**src/rtl/pre_if_fetch_ctrl.sv**
```systemverilog
// Pre-IF stage: next-PC selection, pipelined req/addr_ok/data_ok fetch master and
// an in-order return FIFO toward IF. Redirects squash everything not yet delivered.
module pre_if_fetch_ctrl #(
    parameter logic [31:0] RESET_PC        = 32'h1c000000,
    parameter int          PC_STEP         = 4,
    parameter int          MAX_OUTSTANDING = 2
) (
    input  logic        clk,
    input  logic        reset,
    input  logic        br_taken,
    input  logic [31:0] br_target,
    input  logic        ertn_flush,
    input  logic [31:0] ertn_pc,
    input  logic        excp_flush,
    input  logic [31:0] excp_pc,
    input  logic        stall,
    output logic        inst_req,
    output logic [31:0] inst_addr,
    input  logic        inst_addr_ok,
    input  logic        inst_data_ok,
    input  logic [31:0] inst_rdata,
    input  logic        fs_allowin,
    output logic        to_fs_valid,
    output logic [31:0] to_fs_pc,
    output logic [31:0] to_fs_inst,
    output logic        to_fs_adef
);

    localparam int              CW    = $clog2(MAX_OUTSTANDING + 1);
    localparam int              PW    = (MAX_OUTSTANDING > 1) ? $clog2(MAX_OUTSTANDING) : 1;
    localparam logic [CW:0]     MAX_C = (CW+1)'(MAX_OUTSTANDING);
    localparam logic [PW-1:0]   LAST  = PW'(MAX_OUTSTANDING - 1);

    function automatic logic [PW-1:0] ptr_inc(input logic [PW-1:0] p);
        return (p == LAST) ? '0 : p + PW'(1);
    endfunction

    logic [31:0]   pc;
    logic [CW-1:0] inflight;
    logic [CW-1:0] discard;
    logic [CW-1:0] fifo_count;
    logic          req_hold;
    logic          adef_done;

    logic [31:0]   pcq [MAX_OUTSTANDING];
    logic [PW-1:0] pcq_wr, pcq_rd;

    logic [31:0]   fifo_pc   [MAX_OUTSTANDING];
    logic [31:0]   fifo_inst [MAX_OUTSTANDING];
    logic          fifo_adef [MAX_OUTSTANDING];
    logic [PW-1:0] fifo_wr, fifo_rd;

    logic          redirect;
    logic [31:0]   redirect_pc;
    logic          pc_aligned;
    logic          credit_ok;
    logic          fifo_space;
    logic          hs;
    logic          dok;
    logic          push_data;
    logic          adef_push;
    logic          fifo_push;
    logic          pop;
    logic [31:0]   push_pc;
    logic [31:0]   push_inst;

    always_comb begin
        redirect_pc = br_target;
        if (excp_flush)
            redirect_pc = excp_pc;
        else if (ertn_flush)
            redirect_pc = ertn_pc;
    end

    assign redirect   = excp_flush | ertn_flush | br_taken;
    assign pc_aligned = (pc[1:0] == 2'b00);
    assign credit_ok  = ({1'b0, inflight} + {1'b0, fifo_count}) < MAX_C;
    assign fifo_space = {1'b0, fifo_count} < MAX_C;

    // A request left pending by a missing addr_ok keeps its address even if stall rises.
    assign inst_req  = ~reset & ~redirect & pc_aligned & credit_ok & (~stall | req_hold);
    assign inst_addr = pc;

    assign hs        = inst_req & inst_addr_ok;
    assign dok       = inst_data_ok & (inflight != '0);
    assign push_data = dok & (discard == '0) & ~redirect;
    assign adef_push = ~redirect & ~pc_aligned & ~adef_done & (inflight == '0) & fifo_space;
    assign fifo_push = push_data | adef_push;
    assign push_pc   = adef_push ? pc : pcq[pcq_rd];
    assign push_inst = adef_push ? 32'h0 : inst_rdata;

    assign to_fs_valid = (fifo_count != '0);
    assign to_fs_pc    = fifo_pc[fifo_rd];
    assign to_fs_inst  = fifo_inst[fifo_rd];
    assign to_fs_adef  = to_fs_valid & fifo_adef[fifo_rd];
    assign pop         = to_fs_valid & fs_allowin;

    always_ff @(posedge clk) begin
        if (hs)
            pcq[pcq_wr] <= pc;
        if (fifo_push) begin
            fifo_pc[fifo_wr]   <= push_pc;
            fifo_inst[fifo_wr] <= push_inst;
            fifo_adef[fifo_wr] <= adef_push;
        end
    end

    always_ff @(posedge clk or posedge reset) begin
        if (reset) begin
            pc         <= RESET_PC;
            inflight   <= '0;
            discard    <= '0;
            fifo_count <= '0;
            req_hold   <= 1'b0;
            adef_done  <= 1'b0;
            pcq_wr     <= '0;
            pcq_rd     <= '0;
            fifo_wr    <= '0;
            fifo_rd    <= '0;
        end else begin
            req_hold <= inst_req & ~inst_addr_ok;
            if (hs)
                pcq_wr <= ptr_inc(pcq_wr);
            if (dok)
                pcq_rd <= ptr_inc(pcq_rd);
            case ({hs, dok})
                2'b10:   inflight <= inflight + CW'(1);
                2'b01:   inflight <= inflight - CW'(1);
                default: ;
            endcase

            if (redirect) begin
                // Squashed fetches still return on the bus; count them so their data is dropped.
                pc         <= redirect_pc;
                adef_done  <= 1'b0;
                discard    <= inflight - CW'(dok);
                fifo_count <= '0;
                fifo_wr    <= '0;
                fifo_rd    <= '0;
            end else begin
                if (hs)
                    pc <= pc + 32'(PC_STEP);
                if (dok && discard != '0)
                    discard <= discard - CW'(1);
                if (adef_push)
                    adef_done <= 1'b1;
                if (fifo_push)
                    fifo_wr <= ptr_inc(fifo_wr);
                if (pop)
                    fifo_rd <= ptr_inc(fifo_rd);
                case ({fifo_push, pop})
                    2'b10:   fifo_count <= fifo_count + CW'(1);
                    2'b01:   fifo_count <= fifo_count - CW'(1);
                    default: ;
                endcase
            end
        end
    end

endmodule

```
**config.mk**
```make
export PLATFORM = sky130hd
export DESIGN_NAME = pre_if_fetch_ctrl
export DESIGN_NICKNAME = d
export VERILOG_FILES = /design/src/rtl/pre_if_fetch_ctrl.sv
export SDC_FILE = /design/constraint.sdc
export NUM_CORES = 1
export LEC_CHECK = 0
export BUFFER_PORTS_ARGS = -buffer_cell sky130_fd_sc_hd__clkbuf_2
export CORE_AREA = 8 8 143 145
export CTS_BUF_LIST = sky130_fd_sc_hd__clkbuf_8 sky130_fd_sc_hd__clkbuf_16
export CTS_CLUSTER_DIAMETER = 150
export DETAILED_ROUTE_END_ITERATION = 10
export DIE_AREA = 0 0 151 153
export PLACE_DENSITY = 0.85
export REMOVE_ABC_BUFFERS = 1
export SLEW_MARGIN = 25
export SYNTH_ARGS = -nofsm -noshare
export SYNTH_HDL_FRONTEND = slang
export SYNTH_SLANG_ARGS = --single-unit
```
**constraint.sdc**
```tcl
create_clock -name clk -period 13.7 [get_ports clk]
set_input_delay 0.685 -clock clk [delete_from_list [all_inputs] [get_ports clk]]
set_output_delay 0.685 -clock clk [all_outputs]
set_load 0.01 [all_outputs]
```
==> results.ini, run 1 <==
[critical_path]
cpMaxStageDelayCell = nor2_4
path_cells = and2_1, fa_1, or4_4, nor4b_4, buf_4, nand2_1, nor2_4
cp_max_fo = 34
worstSetupPathType = register to register
endpoint_kind = register
crit_start = inflight[0]$_DFFE_PP0P_
max_stage_delay_ps = 810
cp.required_ps = 13820
r2r-end = pcq[0][17]$_DFFE_PP_
ff2ff_path_depth = 7
ff2ff_setup_slack_ps = 10090
r2r-start = inflight[0]$_DFFE_PP0P_
crit_arrival_ps = 3730
crit_end = pcq[0][17]$_DFFE_PP_
start_kind = register

[synth]
syn-instance-count = 786
synth-edff-count = 194
yosys_warnings = 0
avgSynthCellArea_um2 = 13.4
ys_seq_elements = 238
synth_top_area_share_pct = 55.2
synthesis.area_mm2 = 0.0105
yosys.area.top_type = edfxtp_1
netlist-cell-type-count = 52
yosysSeqAreaShare_pct = 65.7
synth.area.top_cells = edfxtp_1 (55%), dfrtp_1 (9.7%), mux2_2 (6.8%), mux2i_1 (4.0%), o21ai_0 (2.9%)
yosysMostFrequentCell = edfxtp_1
synthTopCellsByCount = edfxtp_1 (194), mux2_2 (64), nand2_1 (64), o21ai_0 (62), mux2i_1 (42)
ys.flop_type = edfxtp_1
async_flop_share_pct = 18.5

[clocking]
cts_buffer_depth = 3
root_buffer = clkbuf_16
clk_latency_ps = 510
cts_num_sinks = 238
cts_tree = done
cts_resized = 0
cts_max_level = 1
cts_buffers = 24
cts_hold_buf = 0
post_cts_buffers = 0
clk_pin_slew_ps = 60

[placed_design]
portBuffers = 235
hpwl_mm = 17.5
gp_congestion = 0.879
place_area_mm2 = 0.0119

[routing]
drc = 0
drtIter0Drc = 644
wl_per_cell_um = 20.4
vias = 7288
routed_wl_mm = 25.7
viasPerCell = 5.77
drtPass1Iterations = 5
antenna_left = 0

[floorplan]
die_w_um = 151
coreArea_mm2 = 0.0183
dieArea_mm2 = 0.0231
die_h_um = 153
pin_count = 236
start_util_pct = 57.7
rows = 50

[run]
maxCapViolations = 0

[sta]
worst_pin_slew_ps = 1170
fin_setup_tns_ps = 0
grt_setup_unrepaired = no
slew_viol_final = 0
finalCritPeriodShare_pct = 26.3
period_minus_slack_ps = 3610
finalHoldViolations = 0
finalClockSkew_ps = 17.3
relSlewSlack_pct = 21.5
setup_viol = 0
clock.fmax_mhz = 277

[global_routing]
met3_usage_pct = 5.17
antenna_found_initial = 0
grt.total_usage_pct = 21.8
grt.met2_usage_pct = 36.3
overflow = 0
grt_pass1_vias = 7441
grt_max_degree = 99
busiest_layer = met2
globalRouteMet1Util_pct = 27.8
grt_pass1_wl_mm = 39.6

[pwr]
p_leak_nw = 4.95
vdd_ir_drop_max_mv = 0.0913
power_density_mw_per_mm2 = 138

[hold_path]
hold_class = input pin to async pin

[finish]
design_area_mm2 = 0.0127
final_layout_size_suffix_gt1_share_pct = 34.9
fillerInstances = 1304
nets = 1151
area_growth_pct = 20.4

[run_status]
status = completed

[flip-flops by register name, indices dropped and copies added (netlist names)]
register / flops
inst_addr: 32
fifo_count: 2
fifo_pc: 64
fifo_wr: 1
discard: 2
inflight: 2
pcq_rd: 1
pcq_wr: 1
pcq: 64
fifo_inst: 64
adef_done: 1
req_hold: 1
fifo_rd: 1
fifo_adef: 2
[power breakdown]
part | switching, mW | internal [mW] | leakage, nW
logic | 0.115 | 0.108 | 2.25
clock network | 0.256 | 0.370 | 0.408
registers | 0.0649 | 0.838 | 2.29
total | 0.436 | 1.32 | 4.95
[worst min-delay path by stage]
stage / end / slack, ps / depth (start not counted)
after global placement: adef_done$_DFFE_PP0P_ / 490 / 2
after floorplan: pcq_wr$_DFFE_PP0P_ / 460 / 1
after global routing: req_hold$_DFF_PP0_ / 340 / 2
final: discard[1]$_DFFE_PP0P_ / 320 / 2
after CTS: req_hold$_DFF_PP0_ / 330 / 2
after detailed placement: adef_done$_DFFE_PP0P_ / 530 / 2
[logic make-up after synthesis]
logic type	count (synthesis)	share of synthesized area, %
AO/OA/AOI/OAI	161	9.29
XOR/XNOR	21	1.74
buffers and inverters	61	2.31
flip-flops	238	65.7
multiplexers	106	10.8
adder cells (fa/ha/maj)	5	0.664
AND/OR/NAND/NOR	194	9.47
[area by class of cell]
| class | count | area [um^2] | area share (%) |
|---|---|---|---|
| antenna | 1 | 2.50 | 0.0197 |
| clock inverter | 15 | 95.1 | 0.749 |
| inverter | 16 | 61.3 | 0.483 |
| sequential | 238 | 6940 | 54.6 |
| tap | 234 | 293 | 2.30 |
| clock buffer | 29 | 681 | 5.36 |
| timing repair buffer | 242 | 1230 | 9.67 |
| multi-input combinational | 487 | 3410 | 26.8 |
[placed cells by master (no fill, tap or decap), types with 3 or more instances in the layout]
| cell | Yosys | routed |
|---|---|---|
| a211oi_1 | 5 | 5 |
| a21oi_1 | 33 | 33 |
| a221o_1 | 5 | 5 |
| a22oi_1 | 11 | 11 |
| a2bb2oi_1 | 5 | 5 |
| a31oi_1 | 7 | 7 |
| and2_1 | 5 | 5 |
| and3_1 | 6 | 5 |
| and4_1 | 5 | 5 |
| buf_4 | 1 | 7 |
| clkbuf_16 | 0 | 25 |
| clkbuf_2 | 0 | 235 |
| clkbuf_8 | 0 | 4 |
| clkinv_2 | 0 | 7 |
| dfrtp_1 | 41 | 39 |
| dfstp_2 | 3 | 3 |
| edfxtp_1 | 194 | 194 |
| ha_1 | 4 | 4 |
| inv_1 | 16 | 20 |
| mux2_2 | 64 | 64 |
| mux2i_1 | 42 | 42 |
| nand2_1 | 64 | 64 |
| nand3_1 | 9 | 9 |
| nand4_1 | 18 | 18 |
| nor2_1 | 33 | 30 |
| nor2_4 | 0 | 3 |
| nor2b_1 | 36 | 36 |
| nor4_1 | 6 | 6 |
| o21a_1 | 5 | 5 |
| o21ai_0 | 62 | 62 |
| o21ai_1 | 3 | 3 |
| o22a_1 | 3 | 3 |
| o22ai_1 | 9 | 9 |
| xnor2_1 | 7 | 7 |
| xor2_1 | 14 | 14 |
[layer usage]
metal	routed length, um	part of all wire [%]	up-vias
met5	0	0	-
met4	509	2.0	0
met3	2240	8.7	40
met2	12600	49	318
met1	10400	41	3519
li1	-	-	3411
[metrics by stage]
step	hold WS (ps)	std cells	power [mW]	utilization [%]	worst slack, ps
4_1_cts	334	1261	1.76	69.5	10120
3_3_place_gp	494	1217	1.13	65.3	10250
6_report	324	1262	1.75	69.5	10090
3_5_place_dp	532	1217	1.14	65.3	10150
2_1_floorplan	460	741	1.04	-	8290
5_1_grt	337	1261	1.82	69.5	9970
[worst max-delay path, delay by kind of cell, from the launching register on]
| kind | cells | cell delay, ps |
|---|---|---|
| buffers and inverters | 1 | 380 |
| adder cells (fa/ha/maj) | 1 | 430 |
| AND/OR/NAND/NOR | 5 | 1940 |
| flip-flops | 1 | 460 |
(Power assumes the default switching activity.)
==> run 2: changes to the inputs <==
--- a/config.mk
+++ b/config.mk
@@ -6,12 +6,12 @@
 export NUM_CORES = 1
 export LEC_CHECK = 0
 export BUFFER_PORTS_ARGS = -buffer_cell sky130_fd_sc_hd__clkbuf_2
-export CORE_AREA = 8 8 143 145
+export CORE_AREA = 8 8 156 158
 export CTS_BUF_LIST = sky130_fd_sc_hd__clkbuf_8 sky130_fd_sc_hd__clkbuf_16
 export CTS_CLUSTER_DIAMETER = 150
 export DETAILED_ROUTE_END_ITERATION = 10
-export DIE_AREA = 0 0 151 153
-export PLACE_DENSITY = 0.85
+export DIE_AREA = 0 0 164 166
+export PLACE_DENSITY = 0.76
 export REMOVE_ABC_BUFFERS = 1
 export SLEW_MARGIN = 25
 export SYNTH_ARGS = -nofsm -noshare
==> constraint.sdc (replaced) <==
create_clock -name clk -period 3 [get_ports clk]
set_input_delay 0.15 -clock clk [delete_from_list [all_inputs] [get_ports clk]]
set_output_delay 0.15 -clock clk [all_outputs]
set_load 0.01 [all_outputs]
==> run 2 against run 1 <==
Critical path depth unchanged. Via count up 3.4%. Cell count up 8.7%. Critical path type unchanged. Largest cell class unchanged. Clock power increased to 4.5 times the previous value. Core utilization fell by 8.7 points.
==> results.ini, run 2 (synthesis gave the netlist of run 1 again) <==
[finish]
largestRegisters = fifo_inst (64), fifo_pc (64), pcq (64)
fin_util_pct = 60.9
area_growth_pct = 27.5
final_common_cell = clkbuf_2
register_area_mm2 = 0.00694
fillerInstances = 1762
nets = 1210
antennaDiodeCount = 0
final_layout_size_suffix_gt1_share_pct = 34.1
layout_common_cells = clkbuf_2 (235), edfxtp_1 (194), nand2_1 (64), mux2_2 (64), o21ai_0 (62)
multi_input_area_mm2 = 0.00342

[pwr]
finalPower_mw = 8.04
pwr-share-clk_pct = 34.8
power_density_mw_per_mm2 = 598
p_int_mw = 5.99
switching_power_mw = 2.05
p_comb_share_pct = 14.1
vdd_ir_drop_max_mv = 0.327
switching_share_pct = 25.5
p_leak_nw = 5.23
p_seq_share_pct = 51.1

[routing]
drc = 0
drtPass1Iterations = 5
wl_per_cell_um = 20.3
viasPerCell = 5.49
drtIter0Drc = 519
vias = 7535
antenna_left = 0
routed_wl_mm = 27.8

[sta]
grt_setup_unrepaired = yes
worst_pin_slew_ps = 1020
finalWorstSetupSlack_ps = 109
relSlewSlack_pct = 32.2
finalHoldWorstSlack_ps = 7.95
finalClockSkew_ps = 7.86
clock.fmax_mhz = 346
finalCritPeriodShare_pct = 96.4
fin_setup_tns_ps = 0
slew_viol_final = 0
period_minus_slack_ps = 2890
finalHoldViolations = 0
setup_viol = 0

[critical_path]
critPathBufInv = 2
cpMaxStageDelayCell = or4_4
worstSetupPathType = register to register
cp_common_cell = buf_12
cp_max_fo = 33
r2r-start = fifo_count[0]$_DFFE_PP0P_
crit_family = simple AND/OR/NAND/NOR gates
crit_arrival_ps = 3110
ff2ff_setup_slack_ps = 110
endpoint_kind = register
max_stage_delay_ps = 510
start_kind = register
crit_start = fifo_count[0]$_DFFE_PP0P_
cp.required_ps = 3220
path_cells = and2_1, fa_1, or4_4, nor4b_4, buf_12, and3_2, buf_12

[run]
maxCapViolations = 0

[floorplan]
die_w_um = 164
coreArea_mm2 = 0.0221
start_util_pct = 47.7
pin_count = 236
rows = 55
dieArea_mm2 = 0.0272
die_h_um = 166

[hold_path]
hold_class = input pin to register
hp-start = inst_rdata[27]

[placed_design]
gp_congestion = 0.808
portBuffers = 235
dp_slack_ps = -0.588
hpwl_mm = 19.4

[clocking]
clk_latency_ps = 510
cts_buffers = 25
clk_pin_slew_ps = 60
cts_num_sinks = 238
cts_max_level = 1
root_buffer = clkbuf_16
post_cts_buffers = 0
cts_buffer_depth = 3
cts_tree = done

[run_status]
status = completed

[global_routing]
grt_max_degree = 66
grt.total_usage_pct = 20.3
grt_pass1_vias = 7914
grt_pass1_wl_mm = 43.8
antenna_found_initial = 0
overflow = 0

## run 2: changes by cell type in the layout (fill, tap and decap cells not counted), sizes merged
cell and delta:
buf +14, diode -1, bufinv -1, dlygate4sd3 +44, clkinv +1, inv +2
## run 2: worst paths after layout
check                      cells after the start                    endpoint
hold reg to reg                                2       adef_done$_DFFE_PP0P_
hold / removal                                 2  fifo_inst[0][27]$_DFFE_PP_
setup / recovery                               7        pcq[1][26]$_DFFE_PP_
max in group asynchronous                      3         fifo_rd$_DFFE_PP0P_
min in group asynchronous                      3         fifo_wr$_DFFE_PP0P_
setup reg to reg                               7        pcq[1][26]$_DFFE_PP_
## run 2: stage by stage
stage / area, um^2 / instances
2_1_floorplan: 10400 / 741
3_3_place_gp: 12200 / 1282
5_1_grt: 13400 / 1372
3_5_place_dp: 12200 / 1282
4_1_cts: 13400 / 1372
6_report: 13400 / 1372
## run 2: final cells by class
cell class / count / share of cell area (%)
Tap cell: 285 / 2.65
Timing Repair Buffer: 300 / 14.3
Clock buffer: 29 / 5.06
Inverter: 16 / 0.456
Sequential cell: 238 / 51.6
Clock inverter: 17 / 0.549
Multi-Input combinational cell: 487 / 25.4
## run 2: what timing repair did
item | CTS | global route
gates resized for setup | 1 | 1
endpoints found under the setup margin | 1 | 2
hold endpoints to repair | 110 | 0
hold buffers | 44 | 0
## run 2: worst reg2reg max path: stages, from the launching register on
cell and delay [ps]:
dfrtp_1 430, and2_1 200, fa_1 440, or4_4 510, nor4b_4 310, buf_12 230, and3_2 290, buf_12 180
## run 2: power groups by stage
stage	logic, mW	registers, mW	clock network [mW]
5_1_grt	1.26	4.13	2.98
3_5_place_dp	1.09	4.17	0
3_3_place_gp	1.06	4.16	0
4_1_cts	1.14	4.11	2.84
6_report	1.14	4.11	2.80
2_1_floorplan	0.640	4.12	0
## run 2: metal layers
metal | wire length [um] | GRT usage [%]
met3 | 2460 | 5.21
met1 | 11400 | 26.4
met4 | 492 | 4.86
met5 | 0 | 0
met2 | 13500 | 33.3
